### config.mk
export PLATFORM = sky130hd
export DESIGN_NAME = phase_convergence_monitor
export DESIGN_NICKNAME = d
export VERILOG_FILES = /design/src/rtl/ising_pkg.sv /design/src/rtl/popcount.sv /design/src/rtl/phase_convergence_monitor.sv
export SDC_FILE = /design/constraint.sdc
export NUM_CORES = 1
export LEC_CHECK = 0
export CORE_ASPECT_RATIO = 0.8
export CORE_MARGIN = 2
export CORE_UTILIZATION = 55
export CTS_CLUSTER_DIAMETER = 50
export DETAILED_ROUTE_END_ITERATION = 10
export PLACE_DENSITY = 0.89
export SYNTH_ARGS = -nofsm -noshare
export SYNTH_HDL_FRONTEND = slang
export SYNTH_HIERARCHICAL = 1
export SYNTH_SLANG_ARGS = --single-unit
### constraint.sdc
create_clock -name clk -period 5.76 [get_ports clk]
set_clock_uncertainty 0.2 [all_clocks]
set_input_delay 1.152 -clock clk [delete_from_list [all_inputs] [get_ports clk]]
set_output_delay 1.152 -clock clk [all_outputs]
set_load 0.01 [all_outputs]
### src/rtl/ising_pkg.sv
// rtl/ising_pkg.sv - shared state encoding, counter width and saturating increment for the phase monitor
package ising_pkg;

   localparam int CNT_W = 32;

   typedef enum logic [1:0] {
      IDLE = 2'd0,
      RUN  = 2'd1,
      HOLD = 2'd2
   } state_e;

   function automatic logic [CNT_W-1:0] sat_inc(input logic [CNT_W-1:0] v);
      return (&v) ? v : v + 1'b1;
   endfunction

endpackage

### src/rtl/popcount.sv
// rtl/popcount.sv - combinational count of set bits in an N-bit vector
module popcount #(
   parameter int N  = 3,
   parameter int CW = $clog2(N + 1)
) (
   input  logic [N-1:0]  in_bits,
   output logic [CW-1:0] cnt
);

   always_comb begin
      cnt = '0;
      for (int i = 0; i < N; i++) begin
         cnt = cnt + CW'(in_bits[i]);
      end
   end

endmodule

### src/rtl/phase_convergence_monitor.sv
// rtl/phase_convergence_monitor.sv - detects phase-vector convergence or run timeout and offers a snapshot
// FLIP_COUNT_EN adds result_flips, the accumulated per-cycle phase flip count of the run.
module phase_convergence_monitor
   import ising_pkg::*;
#(
   parameter int N        = 3,
   parameter int STABLE_W = 16
) (
   input  logic                clk,
   input  logic                rstn,
   input  logic                start,
   input  logic [STABLE_W-1:0] stable_cycles,
   input  logic [CNT_W-1:0]    timeout_cycles,
   input  logic [N-1:0]        phase,
   output logic                busy,
   output logic                result_valid,
   input  logic                result_ready,
   output logic [N-1:0]        result_phase,
   output logic                result_timeout,
   output logic [CNT_W-1:0]    result_cycles
`ifdef FLIP_COUNT_EN
  ,output logic [CNT_W-1:0]    result_flips
`endif
);

   state_e                state_q, state_d;
   logic [CNT_W-1:0]      run_cnt_q, run_cnt_d;
   logic [STABLE_W-1:0]   stab_cnt_q, stab_cnt_d;
   logic [N-1:0]          prev_phase_q, prev_phase_d;
   logic [N-1:0]          result_phase_q, result_phase_d;
   logic                  result_timeout_q, result_timeout_d;
   logic [CNT_W-1:0]      result_cycles_q, result_cycles_d;

   logic                  match, conv, tmo;
   logic [STABLE_W-1:0]   stab_nxt;
   logic [CNT_W-1:0]      run_nxt;

`ifdef FLIP_COUNT_EN
   localparam int PW = $clog2(N + 1);
   logic [CNT_W-1:0]      flips_q, flips_d, flips_nxt;
   logic [CNT_W-1:0]      result_flips_q, result_flips_d;
   logic [PW-1:0]         flip_pop;
   logic [CNT_W:0]        flip_sum;

   popcount #(.N(N), .CW(PW)) u_popcount (
      .in_bits (phase ^ prev_phase_q),
      .cnt     (flip_pop)
   );

   assign flip_sum     = {1'b0, flips_q} + (CNT_W + 1)'(flip_pop);
   assign flips_nxt    = flip_sum[CNT_W] ? '1 : flip_sum[CNT_W-1:0];
   assign result_flips = result_flips_q;
`endif

   assign match    = (phase == prev_phase_q);
   assign stab_nxt = match ? ((&stab_cnt_q) ? stab_cnt_q : stab_cnt_q + 1'b1) : '0;
   assign run_nxt  = sat_inc(run_cnt_q);
   assign conv     = (stab_nxt >= stable_cycles);
   assign tmo      = (timeout_cycles != '0) && (run_nxt >= timeout_cycles);

   always_comb begin
      state_d          = state_q;
      run_cnt_d        = run_cnt_q;
      stab_cnt_d       = stab_cnt_q;
      prev_phase_d     = prev_phase_q;
      result_phase_d   = result_phase_q;
      result_timeout_d = result_timeout_q;
      result_cycles_d  = result_cycles_q;
`ifdef FLIP_COUNT_EN
      flips_d          = flips_q;
      result_flips_d   = result_flips_q;
`endif
      case (state_q)
         IDLE: begin
            if (start) begin
               prev_phase_d = phase;
               run_cnt_d    = '0;
               stab_cnt_d   = '0;
`ifdef FLIP_COUNT_EN
               flips_d      = '0;
`endif
               state_d      = RUN;
            end
         end
         RUN: begin
            prev_phase_d = phase;
            run_cnt_d    = run_nxt;
            stab_cnt_d   = stab_nxt;
`ifdef FLIP_COUNT_EN
            flips_d      = flips_nxt;
`endif
            // convergence takes precedence when both conditions hit together
            if (conv || tmo) begin
               result_phase_d   = phase;
               result_cycles_d  = run_nxt;
               result_timeout_d = !conv && tmo;
`ifdef FLIP_COUNT_EN
               result_flips_d   = flips_nxt;
`endif
               state_d          = HOLD;
            end
         end
         HOLD: begin
            if (result_ready) begin
               state_d = IDLE;
            end
         end
         default: state_d = IDLE;
      endcase
   end

   always_ff @(posedge clk or negedge rstn) begin
      if (!rstn) begin
         state_q          <= IDLE;
         run_cnt_q        <= '0;
         stab_cnt_q       <= '0;
         prev_phase_q     <= '0;
         result_phase_q   <= '0;
         result_timeout_q <= 1'b0;
         result_cycles_q  <= '0;
`ifdef FLIP_COUNT_EN
         flips_q          <= '0;
         result_flips_q   <= '0;
`endif
      end else begin
         state_q          <= state_d;
         run_cnt_q        <= run_cnt_d;
         stab_cnt_q       <= stab_cnt_d;
         prev_phase_q     <= prev_phase_d;
         result_phase_q   <= result_phase_d;
         result_timeout_q <= result_timeout_d;
         result_cycles_q  <= result_cycles_d;
`ifdef FLIP_COUNT_EN
         flips_q          <= flips_d;
         result_flips_q   <= result_flips_d;
`endif
      end
   end

   assign busy           = (state_q != IDLE);
   assign result_valid   = (state_q == HOLD);
   assign result_phase   = result_phase_q;
   assign result_timeout = result_timeout_q;
   assign result_cycles  = result_cycles_q;

endmodule

# Word level (Yosys, flattened, before mapping)
# Cells that the tools add are included.
[totals] register_bits=89 inputBits=55 out_inout_bits=38 word_cells=43
[op_classes] n_addsub=2 magnitude_cmp=2 eq_ne=6 n_mux=13 reduce_logical=13
[op_table] operator="32-bit 2-to-1 mux" count=2
[op_table] operator="32-bit one-hot mux with 2 select lines" count=1
[op_table] operator="16-bit 2-to-1 mux" count=3
[op_table] operator="32-bit by 1-bit adder with 32-bit output (second input constant)" count=1
[op_table] operator="32-bit >= comparator" count=1
[op_table] operator="16-bit one-hot mux with 2 select lines" count=1
[op_table] operator="32-bit AND reduction" count=1
[op_table] operator="32-bit nonzero test" count=1
[op_table] operator="16-bit by 1-bit adder with 16-bit output (second input constant)" count=1
[op_table] operator="16-bit >= comparator" count=1
[op_table] operator="16-bit AND reduction" count=1
[op_table] operator="2-bit 2-to-1 mux" count=3
[op_table] operator="2-bit one-hot mux with 3 select lines" count=1
[op_table] operator="3-bit one-hot mux with 2 select lines" count=1
[op_table] operator="2-bit != test (second input constant)" count=2
[op_table] operator="2-bit AND reduction" count=2
[op_table] operator="2-bit nonzero test" count=2
[op_table] operator="3-bit equality test" count=1
[op_table] operator="3-bit 2-to-1 mux" count=1
[op_table] operator="3-bit AND reduction" count=1
[op_table] operator="2-bit by 1-bit equality test with 1-bit output (second input constant)" count=1
[op_table] operator="2-bit equality test (second input constant)" count=1
[op_table] operator="1-bit logical AND" count=2
[op_table] operator="2-bit logical NOT" count=1
[op_table] operator="other kinds (3)" count=3

# Depth between registers and ports, before layout
[logic_depth] ltp_word=7 ltp_mapped=19 depth_no_buf=15

# Least setup slack after synthesis
# No wires, ideal clock.
[synth_path] path_kind="register to register" startpoint="register run_cnt_q[18]" endpoint="register result_phase_q[0], in the netlist result_phase[0]" setup_ps=125 arrival_time_ps=3899 required_time_ps=5435 slack_ps=1537 stages_incl_launch_ff=18 path_buffers=3 path_cell_list="dfrtp_1 > buf_2 > and4_1 > clkbuf_1 > nand4_1 > nor4_4 > a21boi_1 > nand3_1 > xnor2_1 > ha_1 > nand4_1 > nor3_1 > or4b_1 > a31oi_1 > o21ai_1 > o21ai_2 > buf_2 > mux2_2"
[synth_between] elab_chain_len=6 elab_cells_between_ends=7 classes_between="add/sub: 1; order compare: 1; mux: 1; reduce/logical: 4"
[synth_rtl] item="start, declared" line_no="phase_convergence_monitor.sv:27" source="logic [CNT_W-1:0] run_cnt_q, run_cnt_d;"
[synth_rtl] item="start signal, assigned" line_no="phase_convergence_monitor.sv:127" source="run_cnt_q <= run_cnt_d;"
[synth_rtl] item="32-bit AND reduction" line_no="ising_pkg.sv:13" source="return (&v) ? v : v + 1'b1;"
[synth_rtl] item="32-bit 2-to-1 mux" line_no="ising_pkg.sv:13"
[synth_rtl] item="net run_nxt[15]" line_no="phase_convergence_monitor.sv:36" source="logic [CNT_W-1:0] run_nxt;"
[synth_rtl] item="32-bit >= comparator" line_no="phase_convergence_monitor.sv:59" source="assign tmo = (timeout_cycles != '0) && (run_nxt >= timeout_cycles);"
[synth_rtl] item="1-bit logical AND" line_no="phase_convergence_monitor.sv:59"
[synth_rtl] item="1-bit logical OR" line_no="phase_convergence_monitor.sv:93" source="if (conv || tmo) begin"
[synth_rtl] item="2-bit AND reduction (no source line)"
[synth_rtl] item="end signal, assigned" line_no="phase_convergence_monitor.sv:130" source="result_phase_q <= result_phase_d;"
[synth_rtl] item="end, declared" line_no="phase_convergence_monitor.sv:30" source="logic [N-1:0] result_phase_q, result_phase_d;"
# The timed path passes the listed nets, and every way through them passes these cells.
# A chain may end at the register's enable or synchronous reset.

# Final worst setup path
[layout_path] startpoint="register run_cnt_q[4]" endpoint="register result_cycles_q[1], in the netlist result_cycles[1]"
[layout_between] elab_chain_len=6 elab_cells_between_ends=7 classes_between="add/sub: 1; order compare: 1; mux: 1; reduce/logical: 4"
[layout_rtl] item="32-bit by 1-bit adder with 32-bit output / 32-bit AND reduction (equally long branches)" line_no="ising_pkg.sv:13"
[layout_rtl] item="32-bit 2-to-1 mux (*)" line_no="ising_pkg.sv:13"
[layout_rtl] item="net run_nxt[27]" line_no="phase_convergence_monitor.sv:36"
[layout_rtl] item="32-bit >= comparator (*)" line_no="phase_convergence_monitor.sv:59"
[layout_rtl] item="1-bit logical AND (*)" line_no="phase_convergence_monitor.sv:59"
[layout_rtl] item="1-bit logical OR (*)" line_no="phase_convergence_monitor.sv:93"
[layout_rtl] item="2-bit AND reduction (no source line) (*)"
[layout_rtl] item="end signal, assigned" line_no="phase_convergence_monitor.sv:132" source="result_cycles_q <= result_cycles_d;"
[layout_rtl] item="end, declared" line_no="phase_convergence_monitor.sv:32" source="logic [CNT_W-1:0] result_cycles_q, result_cycles_d;"
# Mark *: on every way through the listed nets, which the timed path passes. The rest lies on a longest branch.

==> metrics <==
Clock Sinks 89; final setup vio count 0; global-route wire length before repair 25,200 um; Startpoint Class flop; slew margin rel. 0.179; # port buffers 92; LEAKAGE 0.00337 uW; net switching power figure 443 uW; Placeable Area 10,300 sq um; Area growth syn-to-layout 23.2%; switching share of power 0.279; Crit Path Max Fanout 36; largest net degree at the start of global routing 90; Ys Warns 6; DRC 0; mapped cell area 5810 sq um; DR iter-0 viols 592; top cells by area, synth dfrtp_1 38%, ha_1 11%, mux2_2 7.0%, a22o_1 4.2%, xnor2_1 4.1%; Clk pwr share 0.377; share of layout cells above drive strength 1 0.0942; initial core utilization 0.565; worst endpoint required time 5.78 ns; syn nets 726; Sequential Power Share 0.432; synthesized instance count 621; Synth cell types 49; WHS Endpoint result_cycles[12]; clock latency on the worst-skew pair 0.34 ns; Design Area, Final 7150 sq um; Placed Area 6850 sq um; worst-margin pin slew 1.23 ns; Setup Slack @ Placement 0.548 ns; Power Density 222 nW/um^2; TritonCTS clock tree built; Final min period 5.26 ns; syn avg cell area 9.35 sq um; fin crit share 0.914; die area 11,400 sq um; Final WS setup 0.498 ns; FF-to-FF path depth 14; leading cell type in the layout, fill and taps excluded clkdlybuf4s50_1; Via density 6.05; total CTS buffers 9; routed length per placed instance 18.3 um; # IOs 93; Synth Register Bits 89; vias in the first global route 5,191; n_diodes 0; Int Pwr 1150 uW; CTS H-tree lvls 3; GRT overflow 0; Worst Min Path Start result_cycles[12]; Power Total 1590 uW; r2r setup slk 0.50 ns; GRT Util Overall 0.280; Synth Flop Type dfrtp_1; number of max-cap violations 0; die width 119 um; r2r endpoint result_cycles[1]; CP arrival 5.28 ns; Yosys top cell area share 0.383; status complete, no violations; drt first pass iters 5; gpl congestion 0.892; worst vdd ir 0.157 mV; Max clock buf depth 2; r2r startpoint run_cnt_q[4]; combinational share of power 0.192; worst hold path class reg -> reg; async set-reset flop share out of synthesis 1.00; Core Rows 33; Post-CTS Hold Buffers 0; final wirelength 15,600 um; Hold Path Stages 1; post-route ant nets 0; final hold violation count 0; post-DP HPWL 11,300 um; clock-pin slew on the worst setup and hold paths 0.06 ns; CTS resizes 0; Seq/Total Area, Yosys 0.383; post-CTS setup buffer count 0; Die Y 95.9 um; Max Clk Rate 0.190 GHz; Max Slew Vio Count 0; antenna violations before repair 0; cell taking the most area after synthesis dfrtp_1; critical path class reg -> reg; routed vias 5,150; setup TNS 0 ns; Nets 813; Post-synth EDFFs 0; most frequent cells in the layout 91 x clkdlybuf4s50_1, 89 x dfrtp_1, 51 x inv_1, 51 x nand2_1, 50 x ha_1; RSZ-0062 raised after global routing no; Root Buffer clkbuf_16; Critical Path Sink Type flop
[area by class of cell]
class / count / area (sq um)
multi-input cells: 459 / 3290
fillers: 744 / 3130
flip-flops and latches: 89 / 2230
repair buffers: 98 / 963
clock buffers: 12 / 267
inverters: 51 / 191
well taps: 140 / 175
clock inverters: 2 / 37.5
[power groups by stage]
| stage | clock network (uW) | logic, uW | registers, uW |
|---|---|---|---|
| floorplan | 0 | 185 | 684 |
| global placement | 0 | 284 | 693 |
| detailed placement | 0 | 299 | 695 |
| CTS | 607 | 301 | 685 |
| global route | 626 | 339 | 688 |
| finish | 599 | 305 | 686 |
[worst max-delay path, cell delays in order, from the launching register on]
cell and delay [ns]:
dfrtp_1 0.46, nand2_1 0.15, or3_1 0.43, nor2_1 0.27
nand3_1 0.20, nor3_1 0.41, xor2_1 0.19, ha_1 0.36
nand4_1 0.13, nor4_1 0.61, o211ai_1 0.24, a31oi_1 0.37
o21ai_1 0.20, o21ai_4 0.47, mux2_2 0.43
[per-stage QoR]
step,cells,hold WS (ns),util
after floorplan,621,0.267,-
after global placement,837,0.280,0.666
after detailed placement,837,0.295,0.666
after CTS,851,0.310,0.696
after global routing,851,0.327,0.696
final,851,0.306,0.696
[Yosys cell counts (14+ instances only)]
master	instances
a22o_1	28
xnor2_1	27
nand4_1	18
a21oi_1	34
dfrtp_1	89
inv_1	51
nand3_1	29
nand2_1	51
o21ai_0	30
nor2_1	44
clkbuf_1	14
ha_1	50
mux2_2	36
[how the worst max path moves through the flow]
stage,start,depth (start not counted),end
CTS,run_cnt_q[4],14,result_cycles[1]
finish,run_cnt_q[4],14,result_cycles[1]
global placement,phase[2],13,result_cycles[13]
global route,run_cnt_q[4],14,result_cycles[15]
detailed placement,phase[2],13,result_cycles[21]
floorplan,run_cnt_q[18],17,result_phase[0]
[sequential cells by signal, indices dropped and copies added, names as in the netlist]
name / cells
result_timeout: 1
result_cycles: 32
prev_phase_q: 3
run_cnt_q: 32
result_phase: 3
stab_cnt_q: 16
state_q: 2
[logic make-up (layout without fill, tap and decap cells)]
logic type	Yosys count	count (layout)	synth area share
AND/OR/NAND/NOR	199	199	0.176
adder cells (fa/ha/maj)	50	50	0.108
XOR/XNOR	39	39	0.0588
multiplexers	40	40	0.0767
flip-flops	89	89	0.383
buffers and inverters	73	163	0.0515
AO/OA/AOI/OAI	131	131	0.146
[per-layer routing]
metal  wire, um  vias to the layer above  global-route usage  part of all wire
li1           -                     2405                   -                 -
met1       6840                     2473               0.369              0.44
met2       7140                      238               0.457              0.46
met3       1250                       34              0.0770             0.080
met4        323                        0              0.0833             0.021
met5          0                        -                   0                 0
(Power assumes the default switching activity.)
